## src/rtl/vmem_scheduler.sv

```systemverilog
// vmem_scheduler: frame sequencer and port arbiter for the single-port video memory
//   Clck, Reset            clock (posedge) and asynchronous active-low reset
//   working                level; rising edge starts frames, low stops after the current frame
//   paint_start/done       continuation pulse to / completion pulse from the painter
//   paint_addr/color/we    painter write port (range-checked against MEM_DEPTH)
//   flash_start/done       continuation pulse to / completion pulse from screenFlash
//   flash_addr             screenFlash read address
//   mem_addr/data/wren     RAM pins, muxed combinationally from the owning requester
//   busy, phase            registered status, phase 0=IDLE 1=PAINT 2=GAP 3=FLASH
//   frame_count            completed frames, wraps 255->0
//   err_range, err_timeout sticky error flags, cleared only by Reset
module vmem_scheduler #(
    parameter int ADDR_BITS      = 11,
    parameter int COLOR_BITS     = 3,
    parameter int MEM_DEPTH      = 1122,
    parameter int TIMEOUT_CYCLES = 1048576
) (
    input  logic                  Clck,
    input  logic                  Reset,
    input  logic                  working,
    output logic                  paint_start,
    input  logic                  paint_done,
    input  logic [ADDR_BITS-1:0]  paint_addr,
    input  logic [COLOR_BITS-1:0] paint_color,
    input  logic                  paint_we,
    output logic                  flash_start,
    input  logic                  flash_done,
    input  logic [ADDR_BITS-1:0]  flash_addr,
    output logic [ADDR_BITS-1:0]  mem_addr,
    output logic [COLOR_BITS-1:0] mem_data,
    output logic                  mem_wren,
    output logic                  busy,
    output logic [1:0]            phase,
    output logic [7:0]            frame_count,
    output logic                  err_range,
    output logic                  err_timeout
);
    localparam int TW = $clog2(TIMEOUT_CYCLES + 1);
    typedef enum logic [1:0] {IDLE = 2'd0, PAINT = 2'd1, GAP = 2'd2, FLASH = 2'd3} state_t;
    state_t        state_q, state_d;
    logic          working_q, paint_start_q, flash_start_q, busy_q, err_range_q, err_timeout_q;
    logic [7:0]    frame_count_q;
    logic [TW-1:0] tmo_q, tmo_d;
    logic          in_paint, in_flash, in_range, tmo_hit, bad_write, frame_done, timed_out;

    assign in_paint   = state_q == PAINT;
    assign in_flash   = state_q == FLASH;
    assign in_range   = 32'(paint_addr) < MEM_DEPTH;
    assign tmo_hit    = tmo_q == TW'(TIMEOUT_CYCLES - 1);
    assign bad_write  = in_paint && paint_we && !in_range;
    assign frame_done = in_flash && flash_done;
    // a done arriving in the last allowed cycle still wins over the abort
    assign timed_out  = tmo_hit && ((in_paint && !paint_done) || (in_flash && !flash_done));

    assign mem_addr = in_paint ? paint_addr : in_flash ? flash_addr : '0;
    assign mem_data = in_paint ? paint_color : '0;
    assign mem_wren = in_paint && paint_we && in_range;

    always_comb begin
        state_d = state_q;
        case (state_q)
            IDLE:  state_d = (working && !working_q) ? PAINT : IDLE;
            PAINT: state_d = paint_done ? GAP : timed_out ? IDLE : PAINT;
            GAP:   state_d = FLASH;
            FLASH: state_d = flash_done ? (working ? PAINT : IDLE) : timed_out ? IDLE : FLASH;
        endcase
        // restarts on every phase entry, so it only advances while a phase is held
        tmo_d = (state_d == state_q && (in_paint || in_flash)) ? tmo_q + TW'(1) : '0;
    end

    always_ff @(posedge Clck or negedge Reset) begin
        if (!Reset) begin
            state_q       <= IDLE;
            working_q     <= 1'b0;
            tmo_q         <= '0;
            paint_start_q <= 1'b0;
            flash_start_q <= 1'b0;
            busy_q        <= 1'b0;
            frame_count_q <= '0;
            err_range_q   <= 1'b0;
            err_timeout_q <= 1'b0;
        end else begin
            state_q       <= state_d;
            working_q     <= working;
            tmo_q         <= tmo_d;
            paint_start_q <= state_d == PAINT && !in_paint;
            flash_start_q <= state_d == FLASH && !in_flash;
            busy_q        <= state_d != IDLE;
            frame_count_q <= frame_count_q + 8'(frame_done);
            err_range_q   <= err_range_q || bad_write;
            err_timeout_q <= err_timeout_q || timed_out;
        end
    end

    assign paint_start = paint_start_q;
    assign flash_start = flash_start_q;
    assign busy        = busy_q;
    assign phase       = state_q;
    assign frame_count = frame_count_q;
    assign err_range   = err_range_q;
    assign err_timeout = err_timeout_q;
endmodule
```

## config.mk

```make
export PLATFORM = sky130hd
export DESIGN_NAME = vmem_scheduler
export DESIGN_NICKNAME = d
export VERILOG_FILES = /design/src/rtl/vmem_scheduler.sv
export SDC_FILE = /design/constraint.sdc
export NUM_CORES = 1
export LEC_CHECK = 0
export ABC_AREA = 0
export ABC_CLOCK_PERIOD_IN_PS = 4500
export CAP_MARGIN = 10
export CORE_UTILIZATION = 50
export DETAILED_ROUTE_END_ITERATION = 10
export PLACE_DENSITY = 0.88
export SLEW_MARGIN = 20
export SYNTH_ARGS = -nofsm -noshare
export SYNTH_HDL_FRONTEND = slang
export SYNTH_SLANG_ARGS = --single-unit
```

## constraint.sdc

```tcl
create_clock -name Clck -period 4.5 [get_ports Clck]
set_input_delay 0.9 -clock Clck [delete_from_list [all_inputs] [get_ports Clck]]
set_output_delay 0.9 -clock Clck [all_outputs]
set_load 0.05 [all_outputs]
```

==> results of run 1 <==
## metrics by stage
stage	hold WS, ps	power [mW]	utilization, %	cells	setup WS [ps]
6_report	476	1.47	72.1	302	498
5_1_grt	510	1.55	72.1	302	350
4_1_cts	481	1.48	72.1	302	485
3_5_place_dp	458	1.24	69.6	294	509
3_3_place_gp	454	1.24	69.6	294	589
2_1_floorplan	469	0.989	-	192	1320
## synth_stat cells, drive strengths merged, types with 2 or more instances
cell type	count
nor2	23
o21ai	2
dfrtp	37
and3	5
nor4	4
mux2i	11
a31o	3
nor3	3
xor2	9
and4	4
ha	3
nand4	9
a21oi	5
or3	2
xnor2	12
nand3	11
inv	3
and2	4
buf	2
nand2	10
clkbuf	5
nor2b	14
## worst register-to-register path, delay by kind of cell, from the launching register on
family | cells | cell delay, ps
DFF | 1 | 910
and+or+nand+nor | 4 | 910
adders and majority gates | 1 | 210
xor gates and xnor gates | 1 | 130
## metal layers
| metal | vias up | part of all wire [%] | track usage [%] |
|---|---|---|---|
| li1 | 802 | - | - |
| met1 | 745 | 46 | 28.7 |
| met2 | 45 | 47 | 32.2 |
| met3 | 7 | 5.9 | 7.14 |
| met4 | 0 | 1.4 | 7.22 |
| met5 | - | 0 | 0 |
## cell families (layout without fill, tap and decap cells)
group | Yosys count | count (layout) | share of synthesized area, %
mux | 11 | 11 | 5.67
fa+ha+maj | 3 | 3 | 1.93
compound gates | 17 | 17 | 5.99
flops | 37 | 37 | 47.7
xor+xnor | 21 | 21 | 9.47
simple gates | 93 | 93 | 26.7
buf+inv | 10 | 72 | 2.51
## flip-flops by register name, summed over array words and instances (netlist names)
| name | flops |
|---|---|
| err_timeout | 1 |
| tmo_q | 21 |
| err_range | 1 |
| phase | 2 |
| working_q | 1 |
| flash_start | 1 |
| frame_count | 8 |
| busy | 1 |
| paint_start | 1 |
## final cells by class
class / count / share of cell area (%)
clock buffers: 5 / 2.59
multi-input cells: 145 / 36.4
repair buffers: 61 / 22.7
clock inverters: 3 / 0.847
inverters: 3 / 0.424
flip-flops and latches: 37 / 34.8
well taps: 48 / 2.26
## power groups by stage
stage	combinational, mW	sequential [mW]	clock, mW
3_5_place_dp	0.784	0.458	0
2_1_floorplan	0.416	0.573	0
3_3_place_gp	0.780	0.459	0
4_1_cts	0.787	0.454	0.241
6_report	0.782	0.455	0.234
5_1_grt	0.826	0.467	0.254
## worst paths after layout
| check | from | end | slack (ps) | depth (start not counted) |
|---|---|---|---|---|
| min in group asynchronous | Reset | frame_count[6]$_DFF_PN0_ | 680 | 1 |
| setup reg to reg | phase[1]$_DFF_PN0_ | frame_count[7]$_DFF_PN0_ | 2210 | 6 |
| max in group asynchronous | Reset | tmo_q[12]$_DFF_PN0_ | 3320 | 1 |
| hold / removal | err_timeout$_DFF_PN0_ | err_timeout$_DFF_PN0_ | 480 | 1 |
| setup / recovery | paint_addr[4] | mem_wren | 500 | 6 |
| hold reg to reg | err_timeout$_DFF_PN0_ | err_timeout$_DFF_PN0_ | 480 | 1 |
==> summary.md, run 1 <==
| Metric | Value |
|---|---|
| Final hold viol count | `0` |
| DRC Markers | `0` |
| Clk_lat worst skew | `approximately 300 ps` |
| Die ar. | `0.00414 mm^2` |
| Commonest non-fill, non-tap cell in the layout | `clkdlybuf4s50_1` |
| Synthesized area per cell | `10.1 um^2` |
| Core box area | `between 0.003 and 0.004 mm^2` |
| Critical Path End Type | `output pin` |
| Unrepaired setup endpoints after global routing | `false` |
| HPWL after DPL | `2840 um` |
| Yosys reg bits | `37` |
| CP arrival | `3100 ps` |
| WL per Instance | `13.4 um` |
| Commonest register cell after synthesis | `dfrtp_1` |
| Headroom to the max-slew limit | `42.1%` |
| Number of distinct library cells after synthesis | `36` |
| Largest net degree at the start of global routing | `38` |
| Worst path buffer plus inverter count | `2` |
| Worst-path clk slew | `80 ps` |
| Register area share after synthesis | `47.7%` |
| # setup viols final | `0` |
| Area of the multi-input gates | `around 970 um^2` |
| Placer Congestion | `between 0.7 and 0.8` |
| Final nets | `287` |
| Delay-heaviest family, CP | `buffers and inverters` |
| Clk pwr share | `15.9%` |
| H-tree Lvls | `2` |
| Slowest-stage cell, CP | `clkdlybuf4s50_1` |
| Sequential cell area | `just over 900 um^2` |
| Share of total power in sequential cells | `30.9%` |
| Clk buf depth | `2` |
| Pint | `774 uW` |
| CTS Hold Bufs | `0` |
| Slew Limit Fails | `0` |
| Post-cts resize count | `0` |
| Post-CTS Setup Inserts | `0` |
| Max-Cap Viols | `0` |
| Fillers | `282` |
| Outcome | `finished clean` |
| Share of cells above drive strength 1 | `6.69%` |
| Worst slew pin tran | `about 870 ps` |
| Layout area overhead | `36.9%` |
| LEAKAGE | `1.13 nW` |
| Commonest cells after routing, fill and taps aside | `clkdlybuf4s50_1, dfrtp_1, nor2_1` |
| Switching power | `about 700 uW` |
| Cell mode on critical path | `clkdlybuf4s50_1` |
| Syn Nets | `about 230` |
| Placed cell area | `approximately 0.0026 mm^2` |
| Clock skew | `a little under 5 ps` |
| Pwr/cell area | `553 mW/mm^2` |
| Initial core utilization | `52.6%` |
| Yosys top cell by area | `dfrtp_1` |
| Setup TNS | `0 ps` |
| Synth Cell Area | `0.00194 mm^2` |
| Maximum clock frequency | `0.250 GHz` |
| Syn Inst Count | `approximately 190` |
| Total number of vias | `1599` |
| CP Max Fanout | `2` |
| Setup CP Type | `input port to output pin` |
| CTS buffer count | `5` |
| # diodes | `0` |
| Routed Antenna Nets | `0` |
| Initial antenna violation count | `0` |
| Hold Path Class | `flop to flop` |
| Switching share of power | `47.4%` |
| DRT Wirelength | `roughly 4000 um` |
| Drt first pass iters | `4` |
| Worst Setup Start Kind | `input port` |
| # clock sinks | `37` |
| Drt via density | `5.29` |
| First-pass GRT wire length | `6730 um` |
| Die W | `64.3 um` |
| Port bufs | `60` |
| GRT overflow | `0` |
| Fin area | `0.00266 mm^2` |
| Yosys warnings | `0` |
| Max IR drop VDD | `0.424 mV` |
| Gate power share | `53.1%` |
| Global Route Usage Sum | `between 20% and 30%` |
| Row cnt | `22` |
| Die Ht | `roughly 64 um` |
| Top Ports | `61` |
| Initial drt markers | `67` |
| Crit share post-route | `88.9%` |
| Top-area cell type share of the netlist area | `a little under half` |
| Crit-path max cell delay | `820 ps` |
| Top post-synthesis cells by area | `dfrtp_1, mux2i_1, xnor2_1` |
| Clock root buffer | `clkbuf_8` |
| FFs w/ async S/R, synth | `100%` |
| Crit path cell chain | `clkdlybuf4s50_1 > nor4_1 > nor2_1 > o41ai_1 > nor2b_1 > clkdlybuf4s50_1` |
| EDFF count, synth | `0` |
| Tmin final | `~4000 ps` |
| Critical Path RT | `3600 ps` |
| CTS tree | `built` |
| Vias in the first global route | `1437` |
Note: power is estimated with default switching activity, not from simulation.
==> inputs of run 2 (changes only) <==
- GPL_ROUTABILITY_DRIVEN: not set -> 1
==> results of run 2 <==
Same layout as run 1: the final DEF is identical, and so are final timing and power.
==> patch (config.mk and constraints of run 1) <==
Reset style: synchronous (`Reset`), changed in one clocked block. Comments in the files are not updated.
--- a/src/rtl/vmem_scheduler.sv
+++ b/src/rtl/vmem_scheduler.sv
@@ -68,7 +68,7 @@
         tmo_d = (state_d == state_q && (in_paint || in_flash)) ? tmo_q + TW'(1) : '0;
     end
 
-    always_ff @(posedge Clck or negedge Reset) begin
+    always_ff @(posedge Clck) begin
         if (!Reset) begin
             state_q       <= IDLE;
             working_q     <= 1'b0;
Check against the original RTL: differs if Reset is asserted again (counterexample within 4 cycles, from zero or initial values and one cycle with Reset low); with Reset held inactive, the same outputs for 10 cycles.
==> patch against run 1 <==
- largest cell class unchanged
- routed wire length increased by 9.8%
- worst setup slack got worse by 62 ps
- area after synthesis is 4.7% lower
- critical path type unchanged
- final area fell by 3.2%
- fmax shrank 1.5%
- sequential cell count stayed put
- die area fell by 4.6%
- count of clock-buffer cells in the layout unchanged
- worst hold slack got worse by 32 ps
- cell count increased by 4.6%
Power is not compared: it rests on default switching activity, and its combinational part moved more than twofold at a synthesized area within 25%.
==> patch: results (changes against run 1) <==
peak supply drop 243 uV; WHS 443 ps (-32.4 ps); DRT iter0 DRCs 101 (+51%); synth cell count leaders dfxtp_1, nor2_1, xnor2_1; largest net degree at the start of global routing 23 (-39%); vias per inst 5.20 (-1.9%); Hold Path Depth 1 (unchanged); setup slack, reg-to-reg 2080 ps (-130 ps); hold endpoint tmo_q[20]; Crit Path Max Fanout 2 (unchanged); layout cells sized above 1 5.56% (-1.1 points); All-Layer GR Usage 23.9% (+2.5 points); hold path start tmo_q[20]; syn nets 244 (+8.0%); clk_skew 10.1 ps (+5.10 ps); reg2reg end tmo_q[10]; max reg flops 21 (unchanged); total setup buffers inserted after CTS 0 (unchanged); post-synth top area cell dfxtp_1; Post-synth ARST share 0% (-100 points); vias in the first global route 1522 (+5.9%); RD Place Congestion 0.806 (+1.4%); Syn Area/Cell 8.81 um^2 (-13%); register area share after synthesis 40.0% (-7.7 points); placed cells 308 (+4.8%); outcome completed; fin nets 303 (+5.6%); max_slew headroom 41.9% (-0.24 points); Biggest register tmo_q; Critical Path AT 3160 ps (+60 ps); slowest CP cell clkdlybuf4s50_1; R2R depth 5 (-1); Detailed Routing Iterations Pass 1 4 (unchanged); initial antenna violation count 0 (unchanged); # resized after CTS 0 (unchanged); Area contributors post-synth dfxtp_1, mux2i_1, xnor2_1; clock root buffer master clkbuf_8; first-pass GRT wire length 7.38 mm (+9.8%); Largest stage delay, worst path 790 ps (-30 ps); via count 1642 (+2.7%); Layout area overhead 39.1%; Reg clk slew, reported paths 80 ps (about the same); LEAKAGE just under 0.9 nW; Clock Latency Late Sink around 290 ps; reg-to-reg startpoint tmo_q[0]; HPWL after detailed placement 3.28 mm (+15%); routed wire length 4.43 mm (+9.8%); Yosys cell types 37 (+2.8%)
patch: cell count changes after synthesis, moves of 4 or more:
| cell | delta |
|---|---|
| dfrtp_1 | -37 |
| dfxtp_1 | +37 |
| and2_1 | +8 |
| xnor2_1 | +4 |
| xor2_1 | -4 |
patch: layout make-up:
| class | instances | area (um^2) |
|---|---|---|
| multi-input combinational | 160 | 1040 |
| fill | 255 | 867 |
| sequential | 37 | 741 |
| timing repair buffer | 60 | 601 |
| clock buffer | 5 | 68.8 |
| tap | 46 | 57.6 |
| clock inverter | 3 | 43.8 |
| inverter | 5 | 18.8 |
patch: worst max path at each step:
stage | startpoint | to | slack (ps) | cells after the start
after global routing | paint_addr[4] | mem_wren | 380 | 6
after floorplan | phase[1] | mem_addr[0] | 1340 | 4
after global placement | paint_addr[4] | mem_wren | 600 | 6
final | paint_addr[4] | mem_wren | 440 | 6
after CTS | paint_addr[4] | mem_wren | 470 | 6
after detailed placement | paint_addr[4] | mem_wren | 480 | 6
patch: layer usage:
layer / wire, um / share of wire [%] / vias up / global-route usage [%]
met4: 63 / 1.4 / 0 / 8.43
met1: 1960 / 44 / 742 / 28.6
met5: 0 / 0 / - / 0
met2: 2210 / 50 / 52 / 41.6
li1: - / - / 842 / -
met3: 203 / 4.6 / 6 / 5.47
patch: worst register-to-register path, cell delays in order, from the launching register on:
cell and delay [ps]:
dfxtp_1 430, ha_1 250, nand4_1 290, or4_1 690, o21ai_4 500, nor2_1 130
patch: logic make-up (layout without fill, tap and decap cells):
| group | Yosys count | after routing | synth area share [%] |
|---|---|---|---|
| AND/OR/NAND/NOR | 107 | 107 | 30.8 |
| AO/OA/AOI/OAI | 15 | 15 | 6.15 |
| flip-flops | 37 | 37 | 40.0 |
| XOR/XNOR | 21 | 21 | 9.94 |
| adder cells (fa/ha/maj) | 3 | 3 | 2.03 |
| buffers and inverters | 13 | 73 | 3.52 |
| multiplexers | 14 | 14 | 7.57 |
patch: where the power goes:
| group | leakage (nW) | total [mW] | internal (mW) | switching (mW) |
|---|---|---|---|---|
| Combinational | 0.524 | 0.176 | 0.0765 | 0.0996 |
| Clock | 0.0585 | 0.288 | 0.166 | 0.122 |
| Sequential | 0.299 | 0.350 | 0.335 | 0.0150 |
| Total | 0.882 | 0.814 | 0.577 | 0.236 |
patch: stage by stage:
stage,cell area [um^2],setup WS [ps]
after floorplan,1850,1340
after global placement,2460,602
after detailed placement,2460,480
after CTS,2570,471
after global routing,2570,379
final,2570,435
